--- config.mk ---
export PLATFORM = sky130hd
export DESIGN_NAME = aer_output_receiver
export DESIGN_NICKNAME = d
export VERILOG_FILES = /design/src/rtl/pa_SnnAccelerator.sv /design/src/rtl/aer_evt_fifo.sv /design/src/rtl/aer_output_receiver.sv
export SDC_FILE = /design/constraint.sdc
export NUM_CORES = 1
export LEC_CHECK = 0
export CELL_PAD_IN_SITES_DETAIL_PLACEMENT = 1
export CELL_PAD_IN_SITES_GLOBAL_PLACEMENT = 1
export CORE_ASPECT_RATIO = 1.5
export CORE_MARGIN = 2
export CORE_UTILIZATION = 51
export DETAILED_ROUTE_END_ITERATION = 12
export GPL_TIMING_DRIVEN = 0
export PLACE_DENSITY_LB_ADDON = 0.1
export SLEW_MARGIN = 20
export SYNTH_ARGS = -nofsm -noshare
export SYNTH_HDL_FRONTEND = slang
export SYNTH_HIERARCHICAL = 1
export SYNTH_SLANG_ARGS = --single-unit
--- constraint.sdc ---
create_clock -name CLK -period 6.47 [get_ports CLK]
set_clock_uncertainty 0.05 [all_clocks]
set_input_delay 1.294 -clock CLK [delete_from_list [all_inputs] [get_ports CLK]]
set_output_delay 1.294 -clock CLK [all_outputs]
set_load 0.02 [all_outputs]
--- src/rtl/pa_SnnAccelerator.sv ---
// Shared constants and receive-FSM state type for the SNN accelerator AER output path.
package pa_SnnAccelerator;

  localparam int AER_ADDR_WIDTH = 8;
  localparam int AER_FIFO_DEPTH = 16;

  typedef enum logic [2:0] {
    IDLE,
    CAPTURE,
    DLY_HI,
    ACK_HI,
    DLY_LO
  } aer_rx_state_t;

endpackage

--- src/rtl/aer_evt_fifo.sv ---
// Synchronous spike-event FIFO: registered full flag, synchronous flush that beats a coincident push or pop.
module aer_evt_fifo #(
  parameter int ADDR_W     = 8,
  parameter int FIFO_DEPTH = 16
) (
  input  logic              clk_i,
  input  logic              rst_ni,
  input  logic              flush_i,
  input  logic              push_i,
  input  logic [ADDR_W-1:0] data_i,
  input  logic              pop_i,
  output logic [ADDR_W-1:0] data_o,
  output logic              empty_o,
  output logic              full_o
);

  localparam int PTR_W = $clog2(FIFO_DEPTH);

  logic [ADDR_W-1:0] mem_q [FIFO_DEPTH];
  logic [PTR_W-1:0]  wr_ptr_q, rd_ptr_q;
  logic [PTR_W:0]    count_q, count_d;
  logic              full_q;
  logic              push_ok, pop_ok;

  assign push_ok = push_i && !full_q && !flush_i;
  assign pop_ok  = pop_i && (count_q != '0) && !flush_i;

  always_comb begin
    count_d = count_q;
    if (flush_i) begin
      count_d = '0;
    end else if (push_ok && !pop_ok) begin
      count_d = count_q + 1'b1;
    end else if (!push_ok && pop_ok) begin
      count_d = count_q - 1'b1;
    end
  end

  // Pointers are PTR_W wide, so wrap modulo FIFO_DEPTH comes for free.
  always_ff @(posedge clk_i or negedge rst_ni) begin
    if (!rst_ni) begin
      wr_ptr_q <= '0;
      rd_ptr_q <= '0;
      count_q  <= '0;
      full_q   <= 1'b0;
    end else begin
      count_q <= count_d;
      full_q  <= (count_d == (PTR_W+1)'(FIFO_DEPTH));
      if (flush_i) begin
        wr_ptr_q <= '0;
        rd_ptr_q <= '0;
      end else begin
        if (push_ok) wr_ptr_q <= wr_ptr_q + 1'b1;
        if (pop_ok)  rd_ptr_q <= rd_ptr_q + 1'b1;
      end
    end
  end

  always_ff @(posedge clk_i) begin
    if (push_ok) mem_q[wr_ptr_q] <= data_i;
  end

  assign empty_o = (count_q == '0);
  assign full_o  = full_q;
  assign data_o  = empty_o ? '0 : mem_q[rd_ptr_q];

endmodule

--- src/rtl/aer_output_receiver.sv ---
// 4-phase AER receiver for the SNN core output bus: REQ sync, delayed ACK, event FIFO, first-spike latch.
// Optional per-class spike histogram is built when SPIKE_HIST_EN is defined.
module aer_output_receiver
  import pa_SnnAccelerator::*;
#(
  parameter int ADDR_W     = AER_ADDR_WIDTH,
  parameter int FIFO_DEPTH = AER_FIFO_DEPTH,
  parameter int DLY_W      = 8,
  parameter int N_CLASSES  = 10
) (
  input  logic                         CLK,
  input  logic                         RST_N,
  input  logic                         AER_REQ,
  input  logic [ADDR_W-1:0]            AER_ADDR,
  output logic                         AER_ACK,
  input  logic [DLY_W-1:0]             CFG_ACK_DLY,
  input  logic                         CLR,
  output logic                         EVT_VALID,
  output logic [ADDR_W-1:0]            EVT_ADDR,
  input  logic                         EVT_READY,
  output logic                         FIRST_VALID,
  output logic [ADDR_W-1:0]            FIRST_ADDR,
  output logic [15:0]                  EVT_CNT,
  input  logic [$clog2(N_CLASSES)-1:0] HIST_SEL,
  output logic [15:0]                  HIST_CNT,
  output aer_rx_state_t                DBG_STATE
);

  logic              req_meta_q, req_s_q;
  aer_rx_state_t     state_q;
  logic [DLY_W-1:0]  dly_q;
  logic              ack_q;
  logic              push;
  logic              fifo_empty, fifo_full;
  logic              first_valid_q;
  logic [ADDR_W-1:0] first_addr_q;
  logic [15:0]       evt_cnt_q;

  always_ff @(posedge CLK or negedge RST_N) begin
    if (!RST_N) begin
      req_meta_q <= 1'b0;
      req_s_q    <= 1'b0;
    end else begin
      req_meta_q <= AER_REQ;
      req_s_q    <= req_meta_q;
    end
  end

  // Holding IDLE while the FIFO is full withholds ACK, which back-pressures the sender.
  always_ff @(posedge CLK or negedge RST_N) begin
    if (!RST_N) begin
      state_q <= IDLE;
      dly_q   <= '0;
      ack_q   <= 1'b0;
    end else begin
      case (state_q)
        IDLE: begin
          if (req_s_q && !fifo_full) state_q <= CAPTURE;
        end
        CAPTURE: begin
          dly_q   <= CFG_ACK_DLY;
          state_q <= DLY_HI;
        end
        DLY_HI: begin
          if (dly_q == '0) begin
            ack_q   <= 1'b1;
            state_q <= ACK_HI;
          end else begin
            dly_q <= dly_q - 1'b1;
          end
        end
        ACK_HI: begin
          if (!req_s_q) begin
            dly_q   <= CFG_ACK_DLY;
            state_q <= DLY_LO;
          end
        end
        DLY_LO: begin
          if (dly_q == '0) begin
            ack_q   <= 1'b0;
            state_q <= IDLE;
          end else begin
            dly_q <= dly_q - 1'b1;
          end
        end
        default: state_q <= IDLE;
      endcase
    end
  end

  assign push      = (state_q == CAPTURE);
  assign AER_ACK   = ack_q;
  assign DBG_STATE = state_q;

  // Event stream: a beat transfers on a cycle where EVT_VALID and EVT_READY are both high;
  // EVT_VALID/EVT_ADDR hold until that transfer, and EVT_READY may be driven freely.
  aer_evt_fifo #(
    .ADDR_W    (ADDR_W),
    .FIFO_DEPTH(FIFO_DEPTH)
  ) u_fifo (
    .clk_i  (CLK),
    .rst_ni (RST_N),
    .flush_i(CLR),
    .push_i (push),
    .data_i (AER_ADDR),
    .pop_i  (EVT_READY),
    .data_o (EVT_ADDR),
    .empty_o(fifo_empty),
    .full_o (fifo_full)
  );

  assign EVT_VALID = !fifo_empty;

  // CLR wins over a coincident capture so nothing from the old inference leaks through.
  always_ff @(posedge CLK or negedge RST_N) begin
    if (!RST_N) begin
      first_valid_q <= 1'b0;
      first_addr_q  <= '0;
      evt_cnt_q     <= '0;
    end else if (CLR) begin
      first_valid_q <= 1'b0;
      first_addr_q  <= '0;
      evt_cnt_q     <= '0;
    end else if (push) begin
      if (!first_valid_q) begin
        first_valid_q <= 1'b1;
        first_addr_q  <= AER_ADDR;
      end
      if (evt_cnt_q != 16'hFFFF) evt_cnt_q <= evt_cnt_q + 16'd1;
    end
  end

  assign FIRST_VALID = first_valid_q;
  assign FIRST_ADDR  = first_addr_q;
  assign EVT_CNT     = evt_cnt_q;

`ifdef SPIKE_HIST_EN
  logic [15:0] hist_q [N_CLASSES];
  logic [15:0] hist_cnt_q;

  always_ff @(posedge CLK or negedge RST_N) begin
    if (!RST_N) begin
      for (int i = 0; i < N_CLASSES; i++) hist_q[i] <= '0;
      hist_cnt_q <= '0;
    end else begin
      for (int i = 0; i < N_CLASSES; i++) begin
        if (CLR) begin
          hist_q[i] <= '0;
        end else if (push && (32'(AER_ADDR) == i) && (hist_q[i] != 16'hFFFF)) begin
          hist_q[i] <= hist_q[i] + 16'd1;
        end
      end
      hist_cnt_q <= (32'(HIST_SEL) < N_CLASSES) ? hist_q[HIST_SEL] : '0;
    end
  end

  assign HIST_CNT = hist_cnt_q;
`else
  logic unused_hist_sel;
  assign unused_hist_sel = ^HIST_SEL;
  assign HIST_CNT        = '0;
`endif

endmodule

---- Word level (Yosys, flattened, before mapping) ----
Memory sizes are Yosys's and may differ from the RTL's.
Index checks and enable logic that the tools add are counted.
word-level totals
  register bits after elaboration ......... 53
  memories ................................ 1
  memory bits (writable) .................. 128
  output and inout port bits .............. 54
operators by class
  mux-type cells .......................... 29
  add/sub/neg operators ................... 6
  eq/ne operators ......................... 12
  reduce and logical (&&, ||, !) cells .... 28
memories
  name          depth  bits a word  rd ports  clocked after memory_dff  wr ports  RTL line            source
  u_fifo.mem_q  16     8            1         0                         1         aer_evt_fifo.sv:19  logic [ADDR_W-1:0] mem_q [FIFO_DEPTH];
operators with widths
  kind                                                  number
  two-way mux 16 bit                                    3
  two-way mux 8 bit                                     6
  one-hot mux 8 bit (3 select lines)                    1
  adder 16 x 1 -> 16 bit (second input constant)        1
  two-way mux 4 bit                                     4
  != test 16 bit (second input constant)                1
  two-way mux 5 bit                                     3
  one-hot mux 3 bit (5 select lines)                    1
  two-way mux 3 bit                                     4
  != test 2 bit (second input constant)                 6
  nonzero test 2 bit                                    5
  adder 4 x 1 -> 4 bit (second input constant)          2
  zero test 8 bit                                       1
  subtractor 8 x 1 -> 8 bit (second input constant)     1
  logical AND 1 bit                                     7
  equality test 3 x 2 -> 1 bit (second input constant)  2
  two-way mux 1 bit                                     6
  AND reduction 3 bit                                   2
  adder 5 x 1 -> 5 bit (second input constant)          1
  equality test 5 bit (second input constant)           1
  zero test 1 bit                                       5
  zero test 5 bit                                       1
  nonzero test 5 bit                                    1
  subtractor 5 x 1 -> 5 bit (second input constant)     1
  other kinds (8)                                       9

---- Logic depth before layout (Yosys ltp) ----
  depth after elaboration ................. 9
  mapped depth ............................ 10
  mapped depth without buffers ............ 8

---- By module ----
Netlist, hierarchy kept.
by module, submodules not included
  module               sequential area each (sq um)  area each (sq um)  cells an instance  instances
  aer_evt_fifo         4194.0                        5886.9             303                1
  aer_output_receiver  975.9                         2209.6             242                1

---- Worst setup path before layout ----
No wires, ideal clock.
  kind .................................... register to output
  start ................................... register u_fifo.rd_ptr_q[1]
  end ..................................... output EVT_ADDR[0]
  arrival time ............................ 1.914 ns
  cell stages (with the launch flop) ...... 6
  setup slack ............................. 3.212 ns
  buffers on the path ..................... 2
  cell sequence ........................... dfrtp_1 clkbuf_1 buf_1 mux4_2 mux4_2 and2_1
on the way
  cells in the longest elaborated chain, start to end .. 2
ends and longest elaborated chain
  what                    RTL line                   source
  start, declared         aer_evt_fifo.sv:20         logic [PTR_W-1:0] wr_ptr_q, rd_ptr_q;
  start signal, assigned  aer_evt_fifo.sv:54         if (pop_ok) rd_ptr_q <= rd_ptr_q + 1'b1;
  memory (16 x 8 bit)     --
  two-way mux 8 bit       aer_evt_fifo.sv:65         assign data_o = empty_o ? '0 : mem_q[rd_ptr_q];
  end, declared           aer_output_receiver.sv:19  output logic [ADDR_W-1:0] EVT_ADDR,
Every way passes these cells.

---- Final worst setup path ----
Ends and elaborated chain as after synthesis.

==> results.cfg <==
[power_and_ir_drop]
powerDensity_nw_per_um2 = 386
seqPwrFrac_pct = 38.0
intPower_uw = 2460
power_uw = 3710
power.share.switching_pct = 33.6
comb_power_share_pct = 33.0
p_leak_uw = 0.00344
ir_worst_vdd_mv = 0.194
clkPwrFrac_pct = 29.0
p_switching_uw = 1250

[global_route]
gr-total-overflow = 0
grt_max_degree = 54
first_global_vias = 5282
grt_pass1_wl_um = 29600
grtUsageTotal_pct = 23.8
grt_antenna_before_repair = 0

[layout]
num_antenna_cells = 0
drive_above_1_share_pct = 17.4
seqCellArea_um2 = 5170
num-fill-cells = 1497
multiInputGateArea_um2 = 2630
fin_nets = 671
areaGrowthSynthToFinish_pct = 18.6

[timing]
fin_crit_ns = 4.78
setup_viol = 0
drv_slew = 0
hold_viol = 0
max_freq_mhz = 209
fin_tns_setup_ns = 0
rsz0062_at_grt = no
slew_headroom_pct = 39.0
tightest_slew_ns = 0.911
timing.final.crit_share_pct = 74.0

[setup_path]
arrival_ns = 3.44
cp-end-kind = output port
max_stage_delay_ns = 0.57
worstPathMaxFanout = 10
critical_path_required_ns = 5.13
critPathSlowestCell = clkbuf_1
cp-start-kind = register
critical_path_class = reg2out
critical-path-top-delay-family = buffers and inverters
crit_buf_inv = 3
path_cells = clkbuf_1 > clkbuf_1 > mux4_2 > mux4_2 > and2_1 > clkdlybuf4s50_1

[die]
die_w_um = 107
row_count = 56
core_um2 = 15600
die-area_um2 = 16900
die_h_um = 158
initial_utilization_pct = 52.1
ioPinCount = 79

[clocking]
root_buffer = clkbuf_16
ctsHoldBuffers = 0
h-tree-depth = 4
cts_buffers = 17
cts_tree = yes
clock_path_buffers = 2
ctsResizeCount = 0
clkSinkCount = 181
clkTransAtPathRegs_ns = 0.07
clock_latency_ns = 0.42
cts_setup_buffers = 0

[drt]
post_drt_wl_per_cell_um = 21.9
drc = 0
drtIter0Drc = 184
antenna_left = 0
drt-total-wl_um = 18700
via_per_inst = 5.71
dr.pass1.iters = 4
vias = 4861

[synthesis]
synth_top_area_share_pct = 47.5
netlist_area_um2 = 8100
syn_inst = 545
synth_edf_count = 128
ys_seq_area_share_pct = 63.9
synth_top_family_by_area = multiplexers
synth_largest_area_cell = edfxtp_1
postSynthAreaPerCell_um2 = 14.9
ys_warn_count = 6
synth-compound-area-share_pct = 5.90
synth_fa_ha_area_share_pct = 1.55
synthTopCellsByArea = edfxtp_1 47%, dfrtp_1 16%, mux4_2 10%, nor2_1 1.9%, nand2_1 1.7%
synthSimpleGateAreaFrac_pct = 10.7
synth_cell_types = 66
synth_commonest_cells = 128 x edfxtp_1, 53 x dfrtp_1, 42 x nor2_1
async_flop_share_pct = 29.3
synth_most_common_cell = edfxtp_1
synth_flop_cell = edfxtp_1
muxShareOfSynthArea_pct = 11.6
synth_xor_area_share_pct = 2.06
synth-seq-cells = 181

[worst_hold_path]
hp-class = reg2reg

[job]
maxCapViolations = 0

[status]
status = complete, no violations

[placement]
routabilityCongestion = 0.776
hpwlAfterDp_um = 13300
port_buffers = 57
## cell type report
type,count,area share (%)
plain buffers,43,3.04
clock buffers,17,4.43
clock inverters,15,2.11
inverters,16,0.625
multi-input cells,320,27.4
flip-flops and latches,181,53.8
well taps,203,2.64
repair buffers,57,5.92
## cells in the final DEF, fill, tap and decap left out, types with 17 or more instances in the layout
cell type	Yosys	final
edfxtp_1	128	128
clkdlybuf4s50_1	0	56
dfrtp_1	53	53
nor2_1	42	42
nand2_1	37	37
mux4_2	36	36
a21oi_1	24	24
and2_1	21	21
buf_4	16	17
clkbuf_16	0	17
## metrics by stage
step	area (um2)	cells	hold WS [ns]	worst slack, ns	util (%)
final	9600	852	0.310	1.69	61.7
after global routing	9600	852	0.316	1.56	61.7
after CTS	9600	852	0.314	1.64	61.7
after detailed placement	8970	820	0.297	2.16	57.7
after global placement	8980	820	0.284	2.22	57.7
after floorplan	8150	560	0.281	3.21	-
## power by group through the flow
stage	clock network, uW	logic, uW	registers (uW)
6_report	1070	1220	1410
3_3_place_gp	0	1190	1430
3_5_place_dp	0	1230	1430
4_1_cts	1090	1240	1410
2_1_floorplan	0	812	1440
5_1_grt	1140	1330	1420
## worst paths after layout
path	to	slack [ns]	cells after the start	start
worst max-delay path	EVT_ADDR[0]	1.69	6	u_fifo/rd_ptr_q[1]$_DFFE_PN0P_
worst min register to register	req_s_q$_DFF_PN0_	0.31	0	req_meta_q$_DFF_PN0_
worst min-delay path	req_s_q$_DFF_PN0_	0.31	0	req_meta_q$_DFF_PN0_
max in group asynchronous	EVT_CNT[13]$_DFFE_PN0P_	5.04	1	RST_N
min in group asynchronous	dly_q[0]$_DFFE_PN0P_	0.85	1	RST_N
worst max register to register	u_fifo/mem_q[7][4]$_DFFE_PP_	3.45	9	DBG_STATE[2]$_DFFE_PN0P_
## state kept, by name, indices dropped and copies added, names as in the netlist, 3 cells and up
signal / cells
dly_q: 8
u_fifo/mem_q: 128
FIRST_ADDR: 8
EVT_CNT: 16
u_fifo/count_q: 5
u_fifo/rd_ptr_q: 4
DBG_STATE: 3
u_fifo/wr_ptr_q: 4
## layer usage
layer  track usage, %  wire [um]  up-vias  part of all wire [%]
li1                 -          -     2222                     -
met2             45.3      10600      120                    57
met1             26.1       6880     2487                    37
met3             3.72        537       32                   2.9
met5                0          0        -                     0
met4             9.89        615        0                   3.3
## cells by family after synthesis
logic type                 after synthesis
AOI/OAI and AO/OA                       69
DFF                                    181
muxes                                   42
xor gates and xnor gates                19
and+or+nand+nor                        164
adders and majority gates               10
buffers and inverters                   59
other                                    1
Power figures use the tool's default switching activity.
